$ cat src/rtl/snn_pkg.sv
// Shared SNN definitions: neuron FSM encoding and default datapath widths.
package snn_pkg;

    // Default widths shared between mac and lif_neuron
    localparam int WIDTH_DEF  = 8;
    localparam int VMEM_W_DEF = 12;

    // Neuron FSM encoding; IDLE is all-zeros so reset lands there
    typedef logic [1:0] lif_state_t;
    localparam logic [1:0] S_IDLE      = 2'd0;
    localparam logic [1:0] S_INTEGRATE = 2'd1;
    localparam logic [1:0] S_REFRACT   = 2'd2;
    localparam logic [1:0] S_DONE      = 2'd3;

endpackage

$ cat src/rtl/lif_sat_leak_add.sv
// Combinational membrane update: v_next = sat(vmem - leak + sext(sum)).
module lif_sat_leak_add
    import snn_pkg::*;
#(
    parameter int WIDTH      = WIDTH_DEF,
    parameter int VMEM_W     = VMEM_W_DEF,
    parameter int LEAK_SHIFT = 3
) (
    input  logic signed [VMEM_W-1:0] vmem_i,
    input  logic signed [WIDTH-1:0]  sum_i,
    output logic signed [VMEM_W-1:0] v_next_o
);

    logic signed [VMEM_W-1:0] leak;
    logic signed [VMEM_W:0]   sum_ext;
    logic signed [VMEM_W:0]   acc;

    // Clamp a one-bit-wider result back into the VMEM_W signed range
    function automatic logic signed [VMEM_W-1:0] sat(input logic signed [VMEM_W:0] x);
        if (x[VMEM_W] != x[VMEM_W-1]) begin
            sat = x[VMEM_W] ? {1'b1, {(VMEM_W-1){1'b0}}} : {1'b0, {(VMEM_W-1){1'b1}}};
        end else begin
            sat = x[VMEM_W-1:0];
        end
    endfunction

    // Leak term: arithmetic shift of the potential, or nothing when disabled
    always_comb begin
        leak = '0;
        if (LEAK_SHIFT != 0) begin
            leak = vmem_i >>> LEAK_SHIFT;
        end
    end

    assign sum_ext  = {{(VMEM_W + 1 - WIDTH){sum_i[WIDTH-1]}}, sum_i};
    assign acc      = {vmem_i[VMEM_W-1], vmem_i} - {leak[VMEM_W-1], leak} + sum_ext;
    assign v_next_o = sat(acc);

endmodule

$ cat src/rtl/lif_neuron.sv
// Leaky integrate-and-fire neuron with refractory period and windowed spike count.
module lif_neuron
    import snn_pkg::*;
#(
    parameter int WIDTH      = WIDTH_DEF,
    parameter int VMEM_W     = VMEM_W_DEF,
    parameter int THRESHOLD  = 100,
    parameter int LEAK_SHIFT = 3,
    parameter int REFRAC     = 2,
    parameter int T_STEPS    = 16,
    parameter int CNT_W      = 5
) (
    input  logic                     clk,
    input  logic                     rst_n,
    input  logic                     start,
    input  logic                     in_valid,
    input  logic signed [WIDTH-1:0]  sum_in,
    output logic                     in_ready,
    output logic                     spike_out,
    output logic signed [VMEM_W-1:0] vmem_out,
    output logic [CNT_W-1:0]         spike_count,
    output logic                     busy,
    output logic                     done
);

    localparam int RW = (REFRAC > 0) ? $clog2(REFRAC + 1) : 1;
    localparam int SW = $clog2(T_STEPS + 1);
    localparam logic signed [VMEM_W-1:0] THR = VMEM_W'(THRESHOLD);

    lif_state_t               state_q, state_d;
    logic signed [VMEM_W-1:0] vmem_q, vmem_d;
    logic                     spike_q, spike_d;
    logic [CNT_W-1:0]         cnt_q, cnt_d;
    logic [SW-1:0]            step_q, step_d;
    logic [RW-1:0]            refr_q, refr_d;
    logic signed [VMEM_W-1:0] v_next;
    logic                     last_beat;

    lif_sat_leak_add #(
        .WIDTH      (WIDTH),
        .VMEM_W     (VMEM_W),
        .LEAK_SHIFT (LEAK_SHIFT)
    ) u_update (
        .vmem_i   (vmem_q),
        .sum_i    (sum_in),
        .v_next_o (v_next)
    );

    assign last_beat = (step_q == SW'(T_STEPS - 1));

    // Next-state logic: start clears and wins over a same-cycle beat
    always_comb begin
        state_d = state_q;
        vmem_d  = vmem_q;
        spike_d = 1'b0;
        cnt_d   = cnt_q;
        step_d  = step_q;
        refr_d  = refr_q;
        if (start) begin
            vmem_d  = '0;
            cnt_d   = '0;
            step_d  = '0;
            refr_d  = '0;
            state_d = S_INTEGRATE;
        end else begin
            case (state_q)
                S_INTEGRATE: begin
                    if (in_valid) begin
                        step_d = step_q + 1'b1;
                        if (v_next >= THR) begin
                            spike_d = 1'b1;
                            vmem_d  = '0;
                            if (cnt_q != '1) begin
                                cnt_d = cnt_q + 1'b1;
                            end
                            refr_d = RW'(REFRAC);
                            if (REFRAC > 0) begin
                                state_d = S_REFRACT;
                            end
                        end else begin
                            vmem_d = v_next;
                        end
                        if (last_beat) begin
                            state_d = S_DONE;
                        end
                    end
                end
                S_REFRACT: begin
                    if (in_valid) begin
                        step_d = step_q + 1'b1;
                        vmem_d = '0;
                        refr_d = refr_q - 1'b1;
                        if (refr_q <= RW'(1)) begin
                            state_d = S_INTEGRATE;
                        end
                        if (last_beat) begin
                            state_d = S_DONE;
                        end
                    end
                end
                S_DONE:  state_d = S_IDLE;
                default: state_d = state_q;
            endcase
        end
    end

    // State and datapath registers, cleared asynchronously
    always_ff @(posedge clk or negedge rst_n) begin
        if (!rst_n) begin
            state_q <= S_IDLE;
            vmem_q  <= '0;
            spike_q <= 1'b0;
            cnt_q   <= '0;
            step_q  <= '0;
            refr_q  <= '0;
        end else begin
            state_q <= state_d;
            vmem_q  <= vmem_d;
            spike_q <= spike_d;
            cnt_q   <= cnt_d;
            step_q  <= step_d;
            refr_q  <= refr_d;
        end
    end

    assign busy        = (state_q == S_INTEGRATE) || (state_q == S_REFRACT);
    assign in_ready    = busy;
    assign done        = (state_q == S_DONE);
    assign spike_out   = spike_q;
    assign vmem_out    = vmem_q;
    assign spike_count = cnt_q;

endmodule

$ cat config.mk
export PLATFORM = sky130hd
export DESIGN_NAME = lif_neuron
export DESIGN_NICKNAME = d
export VERILOG_FILES = /design/src/rtl/snn_pkg.sv /design/src/rtl/lif_sat_leak_add.sv /design/src/rtl/lif_neuron.sv
export SDC_FILE = /design/constraint.sdc
export NUM_CORES = 1
export LEC_CHECK = 0
export CAP_MARGIN = 0
export CORE_MARGIN = 8
export CORE_UTILIZATION = 40
export CTS_BUF_LIST = sky130_fd_sc_hd__clkbuf_2
export CTS_CLUSTER_DIAMETER = 120
export DETAILED_ROUTE_END_ITERATION = 10
export SKIP_LAST_GASP = 1
export SYNTH_ARGS = -nofsm -noshare
export SYNTH_HDL_FRONTEND = slang
export SYNTH_SLANG_ARGS = --single-unit
$ cat constraint.sdc
create_clock -name clk -period 9.16 [get_ports clk]
set_input_delay 2.29 -clock clk [delete_from_list [all_inputs] [get_ports clk]]
set_output_delay 2.29 -clock clk [all_outputs]
set_load 0.005 [all_outputs]
* Yosys cells after proc, flatten, opt, wreduce, memory -nomap -nowiden
Index checks and enable logic that the tools add are counted.
** Storage, ports and cells
- Register bits after elaboration :: 27
- Input port bits :: 12
- Output and inout port bits :: 21
- Word-level logic and storage cells :: 69
** Cells by class
- Add/sub/neg operators :: 5
- Magnitude comparators :: 2
- Equality and inequality tests :: 11
- Mux-type cells :: 31
- Reductions and logical operators :: 14
** Operators by type and width (number)
- $mux 12 :: 6
- $mux 5 :: 8
- $pmux 12 s2 :: 1
- $mux 2 :: 10
- $add 13x13->13 :: 1
- $sub 12x9->13 :: 1
- $ge 12x8->1 const B :: 1
- $add 5x1->5 const B :: 2
- $reduce_bool 2->1 :: 5
- $ne 3x3->1 const B :: 3
- $ne 4x4->1 const B :: 2
- $reduce_and 4->1 :: 2
- $pmux 2 s3 :: 1
- $eq 5x4->1 const B :: 1
- $ne 5x5->1 const B :: 1
- $reduce_and 5->1 :: 1
- $eq 2x2->1 const B :: 2
- $mux 1 :: 4
- $pmux 2 s2 :: 1
- $reduce_bool 4->1 :: 1
- $reduce_and 3->1 :: 1
- $reduce_bool 3->1 :: 1
- $eq 2x1->1 const B :: 1
- $le 2x1->1 const B :: 1
- other kinds (5) :: 5

* Logic depth before layout (Yosys ltp)
Gate-level depths: netlist of the first run.
- Depth after elaboration :: 10
- Depth in mapped cells :: 15
- Mapped depth without buffers :: 14

* Cells and area by module
A second synthesis of the first run with hierarchy kept.
** Second synthesis, totals
- Cells, all modules :: 266
- Area, all modules :: 2517.4 um^2
** By module, submodules not included
- lif_neuron :: times used 1, cells an instance 137, area an instance 1505.2 um^2, sequential area each 675.6 um^2
- lif_sat_leak_add :: times used 1, cells an instance 129, area an instance 1012.2 um^2, sequential area each 0.0 um^2

* Worst setup path before layout of the first run
OpenSTA, ideal clock, no wires.
- Path type :: input-to-reg
- From :: input port sum_in[1]
- To :: register cnt_q[3], in the netlist spike_count[3]
- Arrival :: 5.247 ns
- Required time :: 9.032 ns
- Path slack :: 3.786 ns
- Cell stages on the path :: 12
- Path buffers :: 0
- Path through :: inv_1 fa_1 inv_1 ha_1 a211oi_4 nor4_4 or4_1 nand3_1 nor2_2 a31o_4 nor4_4 mux2_1
** Between the ends
- Longest elaborated chain between the ends :: 6
- Elaborated cells between the ends (all ways) :: 7
- Those cells by class :: add/sub (1); order compare (1); eq/ne (1); mux (2); reduce/logical (2)
** RTL lines
- start: declaration :: line lif_neuron.sv:17 : input logic signed [WIDTH-1:0] sum_in,
- $add 13x13->13 * :: line lif_sat_leak_add.sv:36 : assign acc = {vmem_i[VMEM_W-1], vmem_i} - {leak[VMEM_W-1], leak} + sum_ext;
- $mux 12 / $ne 1x1->1 (equally long branches) :: line lif_sat_leak_add.sv:21, lif_sat_leak_add.sv:20
- $mux 12 * :: line lif_sat_leak_add.sv:20 : if (x[VMEM_W] != x[VMEM_W-1]) begin
- $ge 12x8->1 * :: line lif_neuron.sv:70 : if (v_next >= THR) begin
- $reduce_bool 2->1 (no source line) *
- $reduce_and 4->1 (no source line) *
- end signal: assignment :: line lif_neuron.sv:120 : cnt_q <= cnt_d;
- end: declaration :: line lif_neuron.sv:33 : logic [CNT_W-1:0] cnt_q, cnt_d;
Mark *: on every way between the ends. The rest lies on a longest branch, timed or not.
A chain may end at the register's enable or synchronous reset.

* Worst setup path after layout of the first run
- From :: input port sum_in[7]
- To :: register cnt_q[3], in the netlist spike_count[3]
The elaborated chain is that of the path after synthesis.

==> flow_metrics.py, run 1 <==
metrics = {
    "drt": {
        "drc_errors": 0,
        "wl_per_cell_um": 13.93,
        "vias": 2227,
        "dr.pass1.iters": 4,
        "wl_um": 5837,
        "viasPerCell": 5.315,
        "drt_first_iter_violations": 89,
        "ant_nets": 0,
    },
    "logic_synthesis": {
        "syn_inst": 309,
        "synth_top_cell_by_area": "dfrtp_1",
        "yosysTopAreaCellShare_pct": 25.16,
        "synth_compound_area_share_pct": 21.62,
        "synth_nets": 355,
        "synthAdderAreaFrac_pct": 19.29,
        "async_flop_share_pct": 100.0,
        "synth_xor_area_share_pct": 2.610,
        "synthFlopType": "dfrtp_1",
        "synth_top_family_by_area": "compound AO/OA/AOI/OAI gates",
        "yosysWarningCount": 0,
        "synth_edf_count": 0,
        "yosysSeqAreaShare_pct": 25.16,
        "yosys-top-cells-count": "52 x inv_1, 27 x dfrtp_1, 23 x ha_1",
        "ys_seq_elements": 27,
        "synth.most_common_cell": "inv_1",
        "synth.area.mux_share_pct": 2.097,
        "synthSimpleGateAreaFrac_pct": 20.64,
        "avgSynthCellArea_um2": 8.690,
        "synth_cell_types": 61,
        "synth_area_mm2": 0.002685,
        "synth.area.top_cells": "dfrtp_1 25%, ha_1 11%, fa_1 8.2%, inv_1 7.3%, a21oi_1 3.2%",
    },
    "worst_setup_path": {
        "cp_cell_sequence": "clkdlybuf4s50_1 > inv_1 > fa_1 > inv_1 > ha_1 > inv_2 > o31ai_1 > nor4_2 > nor4_4 > nor2_2 > a31o_4 > nor4_4 > mux2_1",
        "crit_fanout": 8,
        "crit_required_ps": 9470,
        "path_class": "in -> reg",
        "rrSetupSlack_ps": 5420,
        "crit_arrival_ps": 6040,
        "worstReg2RegEnd": "spike_count[3]",
        "critPathSlowestCell": "fa_1",
        "reg2reg_from": "vmem_out[4]",
        "cp-start-kind": "input port",
        "reg2reg_depth": 12,
        "crit_path_end_kind": "flip-flop",
        "endpoint": "spike_count[3]",
        "startpoint": "sum_in[7]",
        "worst_path_largest_cell_delay_ps": 560,
    },
    "global_route": {
        "grt_pass1_vias": 2259,
        "grt_pass1_wl_um": 10380,
        "grt_start_max_net_pins": 28,
        "overflow": 0,
        "antenna_found_initial": 0,
        "gr-usage-all-layers_pct": 12.70,
    },
    "outcome": {
        "status": "complete, no violations",
    },
    "place": {
        "io_buffers": 32,
        "dpl.hpwl_um": 4665,
        "globalplace.congestion": 0.7738,
    },
    "cts": {
        "clkSlewWorstSetupHoldPaths_ps": 270,
        "htreeDepth": 1,
        "clock_latency_ps": 380,
        "cts_resized": 0,
        "cts_buffer_depth": 2,
        "postCtsSetupRepairBufs": 0,
        "cts_inserted_buffers": 3,
        "cts_num_sinks": 27,
        "cts_tree": "done",
        "cts-root-buf": "clkbuf_2",
        "holdBufCountCts": 0,
    },
    "finish": {
        "antenna_cells": 0,
        "drive_gt1_share_pct": 6.490,
        "final_nets": 386,
        "area_growth_pct": 15.61,
    },
    "floorplanning": {
        "die_area_mm2": 0.009590,
        "core_mm2": 0.006644,
        "ios": 33,
        "die_x_um": 97.93,
        "die_h_um": 97.93,
        "core.rowCount": 30,
        "start_util_pct": 40.41,
    },
    "timing": {
        "setup_viol": 0,
        "fin_crit_ps": 5725,
        "finalSetupTns_ps": 0,
        "slew_violations": 0,
        "worst_pin_slew_ps": 794.9,
        "fin_crit_sh_pct": 62.50,
        "fmax_ghz": 0.1747,
        "finClkSkew_ps": 3.727,
        "hold_viol": 0,
        "rsz0062_at_grt": "false",
        "max-slew-margin-rel_pct": 46.84,
    },
    "job": {
        "drv_cap": 0,
    },
    "worst_hold_path": {
        "whs_path_depth": 2,
        "min_path_type": "reg -> reg",
    },
}
==> cells by family after synthesis <==
| kind of cell | Yosys count |
|---|---|
| fa+ha+maj | 35 |
| buf+inv | 60 |
| simple gates | 98 |
| flops | 27 |
| xor+xnor | 8 |
| mux | 5 |
| compound gates | 76 |
==> worst max-delay path, delay by kind of cell <==
family                     cells  cell delay [ps]
buffers and inverters          4              800
adders and majority gates      2              970
AOI/OAI and AO/OA              2              760
and+or+nand+nor                4              860
muxes                          1              340
==> worst min path at each step <==
| stage | startpoint | end |
|---|---|---|
| after floorplan | step_q[3] | step_q[3] |
| after global routing | vmem_out[1] | vmem_out[1] |
| final | vmem_out[0] | vmem_out[0] |
| after CTS | vmem_out[1] | vmem_out[1] |
| after global placement | vmem_out[1] | vmem_out[1] |
| after detailed placement | vmem_out[1] | vmem_out[1] |
==> flip-flops by register name, indices dropped and copies added, names as in the netlist <==
register     count
spike_count      5
state_q          2
refr_q           2
vmem_out        12
spike_out        1
step_q           5
==> layout by cell type (no fill, tap or decap), types with 2 or more instances in the layout <==
cell,count
a211oi_1,2
a21o_1,3
a21oi_1,17
a32o_1,2
and2_1,2
and3_1,6
clkbuf_2,3
clkdlybuf4s50_1,32
dfrtp_1,27
fa_1,11
ha_1,23
inv_1,52
mux2i_1,3
nand2_1,20
nand2b_1,8
nand3_1,8
nand3b_1,2
nor2_1,18
nor2_2,3
nor2b_1,10
nor3_1,9
nor4_4,3
o211a_1,2
o211ai_1,2
o21a_1,2
o21ai_0,9
o21ai_1,9
o21bai_1,2
o221ai_1,2
o22ai_1,2
o31ai_1,5
or3_1,5
xnor2_1,4
xor2_1,4
==> through the flow <==
stage,setup slack (ps),instances,instance area (µm²),utilization (%),hold WS (ps)
6_report,3435,419,3104,46.72,560.3
5_1_grt,3238,419,3104,46.72,588.4
4_1_cts,3436,419,3104,46.72,566.6
3_5_place_dp,3013,415,3082,46.38,515.3
3_3_place_gp,3030,415,3082,46.38,510.6
2_1_floorplan,3786,309,2685,-,497.1
==> per-layer routing <==
| metal | up-vias | global-route usage (%) | wire, µm |
|---|---|---|---|
| met2 | 24 | 22.08 | 2840 |
| li1 | 1130 | - | - |
| met3 | 5 | 1.920 | 163 |
| met4 | 0 | 2.518 | 40 |
| met5 | - | 0 | 0 |
| met1 | 1068 | 16.17 | 2792 |
==> layout make-up <==
class                      count  area [µm²]
fill                         643        3540
multi-input combinational    222        1779
inverter                      53       198.9
tap                           80       100.1
sequential                    27       675.6
timing repair buffer          33       327.8
clock buffer                   3       15.01
clock inverter                 1       7.507
Power of run 1 is not shown: default switching activity piles up to over one toggle a cycle in this logic, so the estimate is an artifact.
==> inputs of run 2 (changes only) <==
- clock period: 9.16 -> 5.8 ns (I/O delays scaled with it)
==> run 2 against run 1 <==
  * First-iteration DRC count decreased by 9.0%
  * Cell count did not move
  * Register-to-register slack got worse by 3400 ps
  * Clock skew is 6.0 ps higher
  * Non-clock buffer count is the same
  * Flip-flop and latch count is the same
  * Sequential share of layout area is the same
  * Critical path depth is the same
  * Core utilization did not move
  * Critical endpoint unchanged
  * Largest cell class unchanged
==> flow_metrics.py, run 2 (synthesized netlist as in run 1, its figures left out) <==
metrics = {
    "worst_setup_path": {
        "crit_arrival_ps": 5190,
        "reg2reg_from": "vmem_out[4]",
        "crit_fanout": 8,
        "crit_path_end_kind": "flip-flop",
        "worstReg2RegEnd": "spike_count[3]",
        "crit_required_ps": 6090,
        "rrSetupSlack_ps": 2030,
        "cp-start-kind": "input port",
        "path_class": "in -> reg",
        "reg2reg_depth": 12,
    },
    "timing": {
        "setup_viol": 0,
        "fmax_ghz": 0.2040,
        "max-slew-margin-rel_pct": 45.69,
        "slew_violations": 0,
        "fin_crit_sh_pct": 84.53,
        "finClkSkew_ps": 9.681,
        "fin_crit_ps": 4903,
        "worst_pin_slew_ps": 812.1,
        "hold_viol": 0,
        "rsz0062_at_grt": "false",
        "finalSetupTns_ps": 0,
    },
    "floorplanning": {
        "core_mm2": 0.006644,
        "core.rowCount": 30,
        "die_x_um": 97.93,
        "ios": 33,
        "die_area_mm2": 0.009590,
        "die_h_um": 97.93,
        "start_util_pct": 40.41,
    },
    "finish": {
        "layout_common_cells": "52 x inv_1, 32 x clkdlybuf4s50_1, 27 x dfrtp_1",
        "largest_reg_flops": 12,
        "final_nets": 386,
        "fillers": 657,
        "area_growth_pct": 15.61,
        "drive_gt1_share_pct": 6.490,
        "fin_util_pct": 46.72,
        "final_common_cell": "inv_1",
        "antenna_cells": 0,
    },
    "drt": {
        "wl_um": 5879,
        "viasPerCell": 5.310,
        "ant_nets": 0,
        "wl_per_cell_um": 14.03,
        "vias": 2225,
        "dr.pass1.iters": 4,
        "drt_first_iter_violations": 81,
        "drc_errors": 0,
    },
    "job": {
        "drv_cap": 0,
    },
    "cts": {
        "postCtsSetupRepairBufs": 0,
        "cts_inserted_buffers": 3,
        "htreeDepth": 1,
        "clock_latency_ps": 370,
        "clkSlewWorstSetupHoldPaths_ps": 280,
        "cts_resized": 0,
        "cts_num_sinks": 27,
        "holdBufCountCts": 0,
        "cts_buffer_depth": 2,
        "cts-root-buf": "clkbuf_2",
        "cts_tree": "done",
    },
    "global_route": {
        "gr-usage-all-layers_pct": 12.60,
        "grt_pass1_vias": 2248,
        "grt_start_max_net_pins": 28,
        "overflow": 0,
        "grt_pass1_wl_um": 10380,
        "antenna_found_initial": 0,
    },
    "place": {
        "io_buffers": 32,
        "globalplace.congestion": 0.7737,
        "dpl.hpwl_um": 4698,
    },
    "worst_hold_path": {
        "min_to": "vmem_out[0]",
        "worstHoldStart": "vmem_out[0]",
        "min_path_type": "reg -> reg",
        "whs_path_depth": 2,
    },
    "outcome": {
        "status": "complete, no violations",
    },
}
-- run 2: critical path, stage by stage --
cell and delay [ps]:
clkdlybuf4s50_1 520, inv_1 160, fa_1 560, inv_1 40, ha_1 410, inv_2 80
o31ai_1 430, nor4_2 100, nor4_4 390, nor2_2 120, a31o_4 310, nor4_4 260
mux2_1 350
-- run 2: cell type report --
class,count,area (µm²),share of cell area (%)
clock buffers,3,15.01,0.4837
clock inverters,1,7.507,0.2418
inverters,53,198.9,6.409
multi-input cells,222,1779,57.32
flip-flops and latches,27,675.6,21.77
well taps,80,100.1,3.225
repair buffers,33,327.8,10.56
-- run 2: worst max-delay path by stage --
stage	startpoint	end	slack [ps]	depth (start not counted)
final	sum_in[7]	spike_count[3]	900	13
after CTS	sum_in[7]	spike_count[3]	900	12
after global routing	sum_in[7]	spike_count[3]	650	13
after detailed placement	sum_in[7]	spike_count[3]	480	12
after floorplan	sum_in[1]	spike_count[3]	1270	12
after global placement	sum_in[7]	spike_count[3]	510	13
-- run 2: stage by stage --
stage	instance area, µm²	setup slack, ps	hold WS (ps)	std cells
finish	3104	897.3	563.2	419
global route	3104	652.9	588.6	419
CTS	3104	897.8	566.8	419
detailed placement	3082	476.8	515.3	415
global placement	3082	510.3	510.6	415
floorplan	2685	1266	497.1	309
-- run 2: per-layer routing --
layer / vias up / global-route usage [%] / wire length [µm]
li1: 1126 / - / -
met1: 1074 / 16.31 / 2847
met2: 21 / 21.92 / 2856
met3: 4 / 1.636 / 140
met4: 0 / 2.158 / 35
met5: - / 0 / 0
Power of run 2 is left out for the same reason.
==> inputs of run 3 (changes only) <==
- clock period: 5.8 -> 5.15 ns (I/O delays scaled with it)
==> run 3 against run 2 <==
  * Non-clock buffer count rose by 4
  * Sequential share of layout area fell by 0.22 points
  * Clock-buffer cell count did not move
  * Core utilization rose by 0.47 points
==> flow_metrics.py, run 3 (synthesized netlist as in run 1, its figures left out) <==
metrics = {
    "outcome": {
        "status": "complete, no violations",
    },
    "worst_setup_path": {
        "crit_path_end_kind": "flip-flop",
        "path_class": "in -> reg",
        "cp-start-kind": "input port",
        "crit_fanout": 10,
        "crit_arrival_ps": 4870,
        "crit_required_ps": 5490,
    },
    "finish": {
        "seqCellArea_um2": 675.6,
        "multi_input_area_mm2": 0.001779,
        "fillers": 648,
        "antenna_cells": 0,
        "area_growth_pct": 16.78,
        "largest_reg_flops": 12,
        "final_nets": 390,
        "final_common_cell": "inv_1",
        "drive_gt1_share_pct": 7.580,
        "layout_common_cells": "52 x inv_1, 32 x clkdlybuf4s50_1, 27 x dfrtp_1",
    },
    "cts": {
        "htreeDepth": 1,
        "cts_tree": "done",
        "cts_buffer_depth": 2,
        "postCtsSetupRepairBufs": 0,
        "cts_resized": 0,
        "cts-root-buf": "clkbuf_2",
        "cts_num_sinks": 27,
        "clkSlewWorstSetupHoldPaths_ps": 340,
        "clock_latency_ps": 420,
        "cts_inserted_buffers": 3,
        "holdBufCountCts": 0,
    },
    "place": {
        "io_buffers": 32,
        "globalplace.congestion": 0.8966,
        "dpl.hpwl_um": 4764,
    },
    "floorplanning": {
        "core.rowCount": 30,
        "core_mm2": 0.006644,
        "die_h_um": 97.93,
        "start_util_pct": 40.41,
        "die_area_mm2": 0.009590,
        "ios": 33,
        "die_x_um": 97.93,
    },
    "timing": {
        "setup_viol": 0,
        "finClkSkew_ps": 22.55,
        "fin_crit_ps": 4524,
        "fmax_ghz": 0.2210,
        "finalSetupTns_ps": 0,
        "fin_crit_sh_pct": 87.85,
        "slew_violations": 0,
        "max-slew-margin-rel_pct": 34.88,
        "hold_viol": 0,
        "rsz0062_at_grt": "false",
        "worst_pin_slew_ps": 974.7,
    },
    "global_route": {
        "overflow": 0,
        "grt_pass1_wl_um": 10520,
        "grt_start_max_net_pins": 28,
        "grt_pass1_vias": 2167,
        "gr-usage-all-layers_pct": 13.02,
        "antenna_found_initial": 0,
    },
    "drt": {
        "wl_um": 6231,
        "drc_errors": 0,
        "wl_per_cell_um": 14.73,
        "ant_nets": 0,
        "viasPerCell": 5.307,
        "drt_first_iter_violations": 82,
        "dr.pass1.iters": 4,
        "vias": 2245,
    },
    "worst_hold_path": {
        "min_path_type": "reg -> reg",
    },
    "job": {
        "drv_cap": 0,
    },
}
-- run 3: layer usage --
metal / track usage [%] / routed length, µm / vias up
li1: - / - / 1132
met1: 16.91 / 3027 / 1078
met4: 1.319 / 9 / 0
met5: 0 / 0 / -
met3: 2.916 / 202 / 2
met2: 22.08 / 2991 / 33
-- run 3: metrics by stage --
| stage | setup WS (ps) | std cells | utilization, % | hold WS (ps) | instance area [µm²] |
|---|---|---|---|---|---|
| after detailed placement | 138.7 | 419 | 46.84 | 507.7 | 3112 |
| final | 626.0 | 423 | 47.19 | 555.9 | 3136 |
| after global routing | 483.3 | 423 | 47.19 | 583.8 | 3136 |
| after global placement | 175.0 | 419 | 46.84 | 510.9 | 3112 |
| after floorplan | 778.2 | 309 | - | 497.1 | 2685 |
| after CTS | 648.5 | 423 | 47.19 | 559.4 | 3136 |
-- run 3: worst paths after layout --
check | cells after the start | end | slack (ps) | from
min | 2 | vmem_out[2] | 560 | vmem_out[2]
max | 13 | spike_count[2] | 630 | sum_in[1]
max in group asynchronous | 2 | vmem_out[11] | 3680 | rst_n
max reg2reg | 13 | spike_count[2] | 1490 | vmem_out[3]
min in group asynchronous | 2 | vmem_out[3] | 1180 | rst_n
min reg2reg | 2 | vmem_out[2] | 560 | vmem_out[2]
-- run 3: layout make-up --
| cell class | instances | share of cell area (%) |
|---|---|---|
| multi-input combinational | 222 | 56.74 |
| inverter | 53 | 6.345 |
| timing repair buffer | 37 | 11.41 |
| clock buffer | 3 | 0.4789 |
| sequential | 27 | 21.55 |
| clock inverter | 1 | 0.2793 |
| tap | 80 | 3.192 |
-- run 3: critical path: stages --
cell	delay, ps
clkdlybuf4s50_1	450
inv_1	50
fa_1	580
inv_1	60
ha_1	320
a211oi_4	370
nor2_2	80
xor2_1	160
o311a_1	400
a221oi_4	380
a31oi_4	210
and3_1	230
mux2_4	290
Power of run 3 is left out for the same reason.
